File: src/rtl/t2mi_plp_packet_arbiter_if.sv
// Byte-stream bundle between the packet sources and the T2-MI arbiter.
// master = arbiter side, slave = source side.
interface t2mi_plp_packet_arbiter_if;
  logic [2:0] req;
  logic [2:0] ena_in;
  logic [2:0] last_in;
  logic [7:0] data0;
  logic [7:0] data1;
  logic [7:0] data2;
  logic [2:0] gnt;
  logic [7:0] data_out;
  logic       ena_out;

  modport master (
    input  req, ena_in, last_in,
    input  data0, data1, data2,
    output gnt, data_out, ena_out
  );

  modport slave (
    output req, ena_in, last_in,
    output data0, data1, data2,
    input  gnt, data_out, ena_out
  );
endinterface

File: src/rtl/t2mi_plp_packet_arbiter.sv
// Packet-atomic arbiter for PLP0, PLP1 and signalling sources.
// Fixed T2-frame schedule W0/W1/2 packets with frame/superframe index.
module t2mi_plp_packet_arbiter #(
  parameter int TIMEOUT_CYC = 4096,
  parameter int TO_W        = 13
) (
  input  logic        clk,
  input  logic        rst,
  input  logic        enable,
  input  logic [9:0]  w0,
  input  logic [9:0]  w1,
  input  logic [7:0]  num_t2_frames,
  input  logic        err_clr,
  output logic        frame_start,
  output logic [7:0]  frame_idx,
  output logic [3:0]  superframe_idx,
  output logic        timeout_err,
  output logic [1:0]  state_mon,
  t2mi_plp_packet_arbiter_if.master bus
);

  typedef enum logic [1:0] {
    IDLE = 2'd0,
    WAIT = 2'd1,
    XFER = 2'd2,
    NEXT = 2'd3
  } state_t;

  state_t      state_q, state_d;
  logic [1:0]  slot_q, slot_d;
  logic [9:0]  pkt_q, pkt_d;
  logic [9:0]  q0_q, q0_d;
  logic [9:0]  q1_q, q1_d;
  logic [TO_W-1:0] to_q, to_d;
  logic [2:0]  gnt_q, gnt_d;
  logic [7:0]  dout_q, dout_d;
  logic        eout_q, eout_d;
  logic        fs_q, fs_d;
  logic [7:0]  fidx_q, fidx_d;
  logic [3:0]  sfidx_q, sfidx_d;
  logic        err_q, err_d;

  logic [9:0]  quota;
  logic [7:0]  fr_last;
  logic        s_req, s_ena, s_last;
  logic [7:0]  s_data;

  always_comb begin
    s_req  = 1'b0;
    s_ena  = 1'b0;
    s_last = 1'b0;
    s_data = 8'd0;
    quota  = 10'd2;
    case (slot_q)
      2'd0: begin
        s_req  = bus.req[0];
        s_ena  = bus.ena_in[0];
        s_last = bus.last_in[0];
        s_data = bus.data0;
        quota  = q0_q;
      end
      2'd1: begin
        s_req  = bus.req[1];
        s_ena  = bus.ena_in[1];
        s_last = bus.last_in[1];
        s_data = bus.data1;
        quota  = q1_q;
      end
      default: begin
        s_req  = bus.req[2];
        s_ena  = bus.ena_in[2];
        s_last = bus.last_in[2];
        s_data = bus.data2;
      end
    endcase
    fr_last = (num_t2_frames == 8'd0) ? 8'd0
            : num_t2_frames - 8'd1;
  end

  always_comb begin
    state_d = state_q;
    slot_d  = slot_q;
    pkt_d   = pkt_q;
    q0_d    = q0_q;
    q1_d    = q1_q;
    to_d    = to_q;
    gnt_d   = gnt_q;
    dout_d  = dout_q;
    eout_d  = 1'b0;
    fs_d    = 1'b0;
    fidx_d  = fidx_q;
    sfidx_d = sfidx_q;
    err_d   = err_q & ~err_clr;
    unique case (state_q)
      IDLE: begin
        gnt_d = 3'b000;
        if (enable) begin
          q0_d    = w0;
          q1_d    = w1;
          slot_d  = 2'd0;
          pkt_d   = 10'd0;
          fs_d    = 1'b1;
          state_d = NEXT;
        end
      end
      NEXT: begin
        if (pkt_q != quota) begin
          to_d    = '0;
          state_d = WAIT;
        end else if (slot_q != 2'd2) begin
          slot_d = slot_q + 2'd1;
          pkt_d  = 10'd0;
        end else begin
          // end of T2 frame: advance indices, reload quotas
          slot_d = 2'd0;
          pkt_d  = 10'd0;
          q0_d   = w0;
          q1_d   = w1;
          if (fidx_q >= fr_last) begin
            fidx_d  = 8'd0;
            sfidx_d = sfidx_q + 4'd1;
          end else begin
            fidx_d = fidx_q + 8'd1;
          end
          if (enable) fs_d = 1'b1;
          else state_d = IDLE;
        end
      end
      WAIT: begin
        if (!enable) begin
          state_d = IDLE;
        end else if (s_req) begin
          gnt_d   = 3'b001 << slot_q;
          state_d = XFER;
        end else begin
          to_d = to_q + 1'b1;
          if (to_d == TO_W'(TIMEOUT_CYC)) begin
            err_d   = 1'b1;
            pkt_d   = quota;
            state_d = NEXT;
          end
        end
      end
      XFER: begin
        dout_d = s_data;
        eout_d = s_ena;
        if (s_ena && s_last) begin
          gnt_d   = 3'b000;
          pkt_d   = pkt_q + 10'd1;
          state_d = enable ? NEXT : IDLE;
        end
      end
    endcase
  end

  always_ff @(posedge clk) begin
    if (rst) begin
      state_q <= IDLE;
      slot_q  <= 2'd0;
      pkt_q   <= 10'd0;
      q0_q    <= 10'd0;
      q1_q    <= 10'd0;
      to_q    <= '0;
      gnt_q   <= 3'b000;
      dout_q  <= 8'd0;
      eout_q  <= 1'b0;
      fs_q    <= 1'b0;
      fidx_q  <= 8'd0;
      sfidx_q <= 4'd0;
      err_q   <= 1'b0;
    end else begin
      state_q <= state_d;
      slot_q  <= slot_d;
      pkt_q   <= pkt_d;
      q0_q    <= q0_d;
      q1_q    <= q1_d;
      to_q    <= to_d;
      gnt_q   <= gnt_d;
      dout_q  <= dout_d;
      eout_q  <= eout_d;
      fs_q    <= fs_d;
      fidx_q  <= fidx_d;
      sfidx_q <= sfidx_d;
      err_q   <= err_d;
    end
  end

  assign bus.gnt        = gnt_q;
  assign bus.data_out   = dout_q;
  assign bus.ena_out    = eout_q;
  assign frame_start    = fs_q;
  assign frame_idx      = fidx_q;
  assign superframe_idx = sfidx_q;
  assign timeout_err    = err_q;
  assign state_mon      = state_q;

endmodule
File: src/flat_wrapper.sv
// flat-port wrapper written by rule: the top's interface ports become plain ports
module t2mi_plp_packet_arbiter_flat 
#(
  parameter int TIMEOUT_CYC = 4096,
  parameter int TO_W        = 13
)
  (clk, rst, enable, w0, w1, num_t2_frames, err_clr, frame_start, frame_idx, superframe_idx, timeout_err, state_mon, bus_req, bus_ena_in, bus_last_in, bus_data0, bus_data1, bus_data2, bus_gnt, bus_data_out, bus_ena_out);
  t2mi_plp_packet_arbiter_if bus_i ();
  input  logic clk;
  input  logic rst;
  input  logic enable;
  input  logic [9:0] w0;
  input  logic [9:0] w1;
  input  logic [7:0] num_t2_frames;
  input  logic err_clr;
  output logic frame_start;
  output logic [7:0] frame_idx;
  output logic [3:0] superframe_idx;
  output logic timeout_err;
  output logic [1:0] state_mon;
  input wire logic [$bits(bus_i.req)-1:0] bus_req;
  input wire logic [$bits(bus_i.ena_in)-1:0] bus_ena_in;
  input wire logic [$bits(bus_i.last_in)-1:0] bus_last_in;
  input wire logic [$bits(bus_i.data0)-1:0] bus_data0;
  input wire logic [$bits(bus_i.data1)-1:0] bus_data1;
  input wire logic [$bits(bus_i.data2)-1:0] bus_data2;
  output wire logic [$bits(bus_i.gnt)-1:0] bus_gnt;
  output wire logic [$bits(bus_i.data_out)-1:0] bus_data_out;
  output wire logic [$bits(bus_i.ena_out)-1:0] bus_ena_out;
  assign bus_i.req = bus_req;
  assign bus_i.ena_in = bus_ena_in;
  assign bus_i.last_in = bus_last_in;
  assign bus_i.data0 = bus_data0;
  assign bus_i.data1 = bus_data1;
  assign bus_i.data2 = bus_data2;
  assign bus_gnt = bus_i.gnt;
  assign bus_data_out = bus_i.data_out;
  assign bus_ena_out = bus_i.ena_out;
  t2mi_plp_packet_arbiter #(.TIMEOUT_CYC(TIMEOUT_CYC), .TO_W(TO_W)) u_core (.clk(clk), .rst(rst), .enable(enable), .w0(w0), .w1(w1), .num_t2_frames(num_t2_frames), .err_clr(err_clr), .frame_start(frame_start), .frame_idx(frame_idx), .superframe_idx(superframe_idx), .timeout_err(timeout_err), .state_mon(state_mon), .bus(bus_i));
endmodule
File: config.mk
export PLATFORM = sky130hd
export DESIGN_NAME = t2mi_plp_packet_arbiter_flat
export DESIGN_NICKNAME = d
export VERILOG_FILES = /design/src/rtl/t2mi_plp_packet_arbiter_if.sv /design/src/rtl/t2mi_plp_packet_arbiter.sv /design/src/flat_wrapper.sv
export SDC_FILE = /design/constraint.sdc
export NUM_CORES = 1
export LEC_CHECK = 0
export ABC_AREA = 1
export CORE_MARGIN = 5
export CORE_UTILIZATION = 54
export CTS_BUF_LIST = sky130_fd_sc_hd__clkbuf_4
export DETAILED_ROUTE_END_ITERATION = 12
export PLACE_DENSITY = 0.81
export RECOVER_POWER = 50
export SYNTH_ARGS = -nofsm -noshare
export SYNTH_HDL_FRONTEND = slang
export SYNTH_SLANG_ARGS = --single-unit
File: constraint.sdc
create_clock -name clk -period 3.55 [get_ports clk]
set_input_delay 0.71 -clock clk [delete_from_list [all_inputs] [get_ports clk]]
set_output_delay 0.71 -clock clk [all_outputs]
set_load 0.02 [all_outputs]
==> flow_summary.toml <==
[outcome]
status = "finished clean"

[setup_path]
crit_chain = "inv_2, nand2_1, inv_2, nand2_1, nand2_1, nand2_1, nand2_1, nor2_2, nand3_4, inv_2, nand2_1, nand2_1, inv_2, o21ai_0, nand2_1, nor2_1"
critPathMaxStageDelay_ps = 780
crit_required_ps = 3920
startpoint_type = "register"
timing.rr.start = "u_core.slot_q[1]$_SDFFE_PP0P_"
slowest_stage = "dfxtp_1"
worst-setup-path-type = "register to register"
worst-path-max-fanout = 20
crit_end = "u_core.to_q[2]$_SDFFE_PP0P_"
cp-end-kind = "register"
r2r_slack_ps = 350
reg2reg_depth = 16
r2r-end = "u_core.to_q[2]$_SDFFE_PP0P_"
crit_top_cell = "nand2_1"
critPathArrivalTime_ps = 3570
crit_path_start = "u_core.slot_q[1]$_SDFFE_PP0P_"

[timing]
tns_ps = 0
timing.hold.ws_ps = 468
max_slew_margin_pct = 25.3
skew_ps = 19.0
setup_viol = 0
drv_slew = 0
period_needed_ps = 3200
hold_violations = 0
tightest_slew_ps = 1120
layout_setup_ws_ps = 353
finalCritPeriodShare_pct = 90.1
max_freq_mhz = 313
rsz0062_at_grt = "false"

[cells_and_area]
syn_to_final_growth_pct = 23.8
layout.nets = 911
n_antenna_cell = 0
drive_above_1_share_pct = 4.32

[clock_network]
cts.path.max_buffers = 2
cts_hold_buf = 0
postCtsSetupRepairBufs = 0
root_buffer = "clkbuf_4"
cts_made_buffers = 9
cts_resized = 0
insertion_delay_ps = 420
clk_pin_slew_ps = 130
cts.sinks = 73
h-tree-depth = 3
cts_tree = "built"

[synth]
yosysMostFrequentCell = "nand2_1"
synth_commonest_cells = "nand2_1, nand3_1, nor2_1, a21oi_1, dfxtp_1"
synth_area_leader_cell = "dfxtp_1"
netlist-cell-type-count = 35
synthTopCellsByArea = "dfxtp_1, nand2_1, nand3_1"
synth_area_mm2 = 0.00466
avgSynthCellArea_um2 = 6.21
ys_warn_count = 0
synth_edf_count = 0
seq_area_frac_synth_pct = 31.4
synth.top_cell.area_share_pct = 31.4
async_reset_ff_share_pct = 0
ys_ff_latch = 73
synth-main-ff-cell = "dfxtp_1"
syn-instance-count = 751
syn_nets = 833

[routing]
first_pass_iters = 5
wl_um = 12900
drt-initial-drc-count = 284
drc = 0
viasPerCell = 5.39
wl_per_cell_um = 13.7
final_antenna_net_count = 0
vias = 5059

[global_routing]
grt_pass1_vias = 4802
grt_max_degree = 38
overflow = 0
track_usage_pct = 25.1
grt_antenna_before_repair = 0
grt_pass1_wl_um = 21600

[die]
ios = 93
coreArea_mm2 = 0.00830
start_util_pct = 56.2
fp.dieW_um = 103
rows = 33
die_area_mm2 = 0.0106
floorplan.die.height_um = 103

[placed_design]
hpwl_um = 9540
gp_congestion = 0.913
io_buffers = 92
place_ws_ps = 59.9

[run]
cap_violations = 0

[hold_path]
min_from = "u_core.bus.gnt[1]$_SDFFE_PP0P_"
hold_path.class = "register to register"

[power_and_ir_drop]
p_per_area_mw_per_mm2 = 691
ir_drop_mv = 0.414
p_leak_uw = 0.00256
==> worst max-delay path, delay by kind of cell (launching register included) <==
| family | cells | cell delay, ps |
|---|---|---|
| compound gates | 1 | 130 |
| buf+inv | 4 | 680 |
| flops | 1 | 780 |
| simple gates | 11 | 1530 |
==> state kept, by name, indices dropped and copies added, names as in the netlist <==
signal / flops
u_core.to_q: 13
u_core.pkt_q: 10
u_core.q0_q: 10
u_core.q1_q: 10
u_core.bus.data_out: 8
u_core.frame_idx: 8
u_core.superframe_idx: 4
u_core.bus.gnt: 3
u_core.slot_q: 2
u_core.state_mon: 2
u_core.bus.ena_out: 1
u_core.frame_start: 1
u_core.timeout_err: 1
==> power by group <==
part	total (uW)	internal, uW	switching [uW]
clock network	602	301	301
registers	1260	1070	197
logic	2120	725	1400
total	3990	2090	1890
==> placed cells by master (no fill, tap or decap), drive strengths merged <==
master / instances
o2111ai: 1
o21a: 1
nand3b: 4
o221ai: 1
o21ai: 24
xnor2: 3
inv: 72
o21bai: 2
dfxtp: 73
nand4: 15
clkinvlp: 1
a21oi: 76
nand2: 214
ha: 17
clkinv: 2
dlygate4sd3: 29
nor3: 4
clkdlybuf4s50: 63
or2: 5
bufinv: 2
nor3b: 2
xor2: 6
a211oi: 1
clkbuf: 12
a21o: 1
buf: 4
o211ai: 8
nor2: 91
nand3: 100
==> per-stage QoR <==
stage | instance area (um^2) | instances | util (%) | power, uW
finish | 5770 | 939 | 69.5 | 3990
floorplan | 4660 | 751 | - | 2830
global placement | 5620 | 923 | 67.7 | 3340
global route | 5770 | 939 | 69.5 | 4350
detailed placement | 5620 | 923 | 67.7 | 3400
CTS | 5780 | 939 | 69.6 | 4000
==> how the worst min path moves through the flow <==
stage          cells after the start  slack [ps]                              to
2_1_floorplan                      2         440     u_core.q0_q[1]$_SDFFE_PP0P_
3_3_place_gp                       2         450     u_core.q0_q[9]$_SDFFE_PP0P_
3_5_place_dp                       2         450     u_core.q0_q[5]$_SDFFE_PP0P_
4_1_cts                            2         470     u_core.q0_q[5]$_SDFFE_PP0P_
5_1_grt                            2         480     u_core.q0_q[8]$_SDFFE_PP0P_
6_report                           2         470  u_core.bus.gnt[1]$_SDFFE_PP0P_
==> cells by family after synthesis <==
family | share of synthesized area [%]
flip-flops | 31.4
adder cells (fa/ha/maj) | 4.56
AO/OA/AOI/OAI | 13.5
XOR/XNOR | 1.69
buffers and inverters | 8.70
AND/OR/NAND/NOR | 40.2
==> metal layers <==
metal	track usage (%)	up-vias	wire length [um]
met5	0	-	0
met4	8.86	0	294
met3	4.80	26	803
met2	43.6	145	6370
met1	31.0	2281	5410
li1	-	2607	-
==> final cells by class <==
cell class,instances,area [um^2]
inverters,72,270
repair buffers,97,956
clock buffers,11,82.6
clock inverters,5,80.1
flip-flops and latches,73,1460
fillers,735,2530
well taps,105,131
multi-input cells,576,2790
Power figures use the tool's default switching activity.
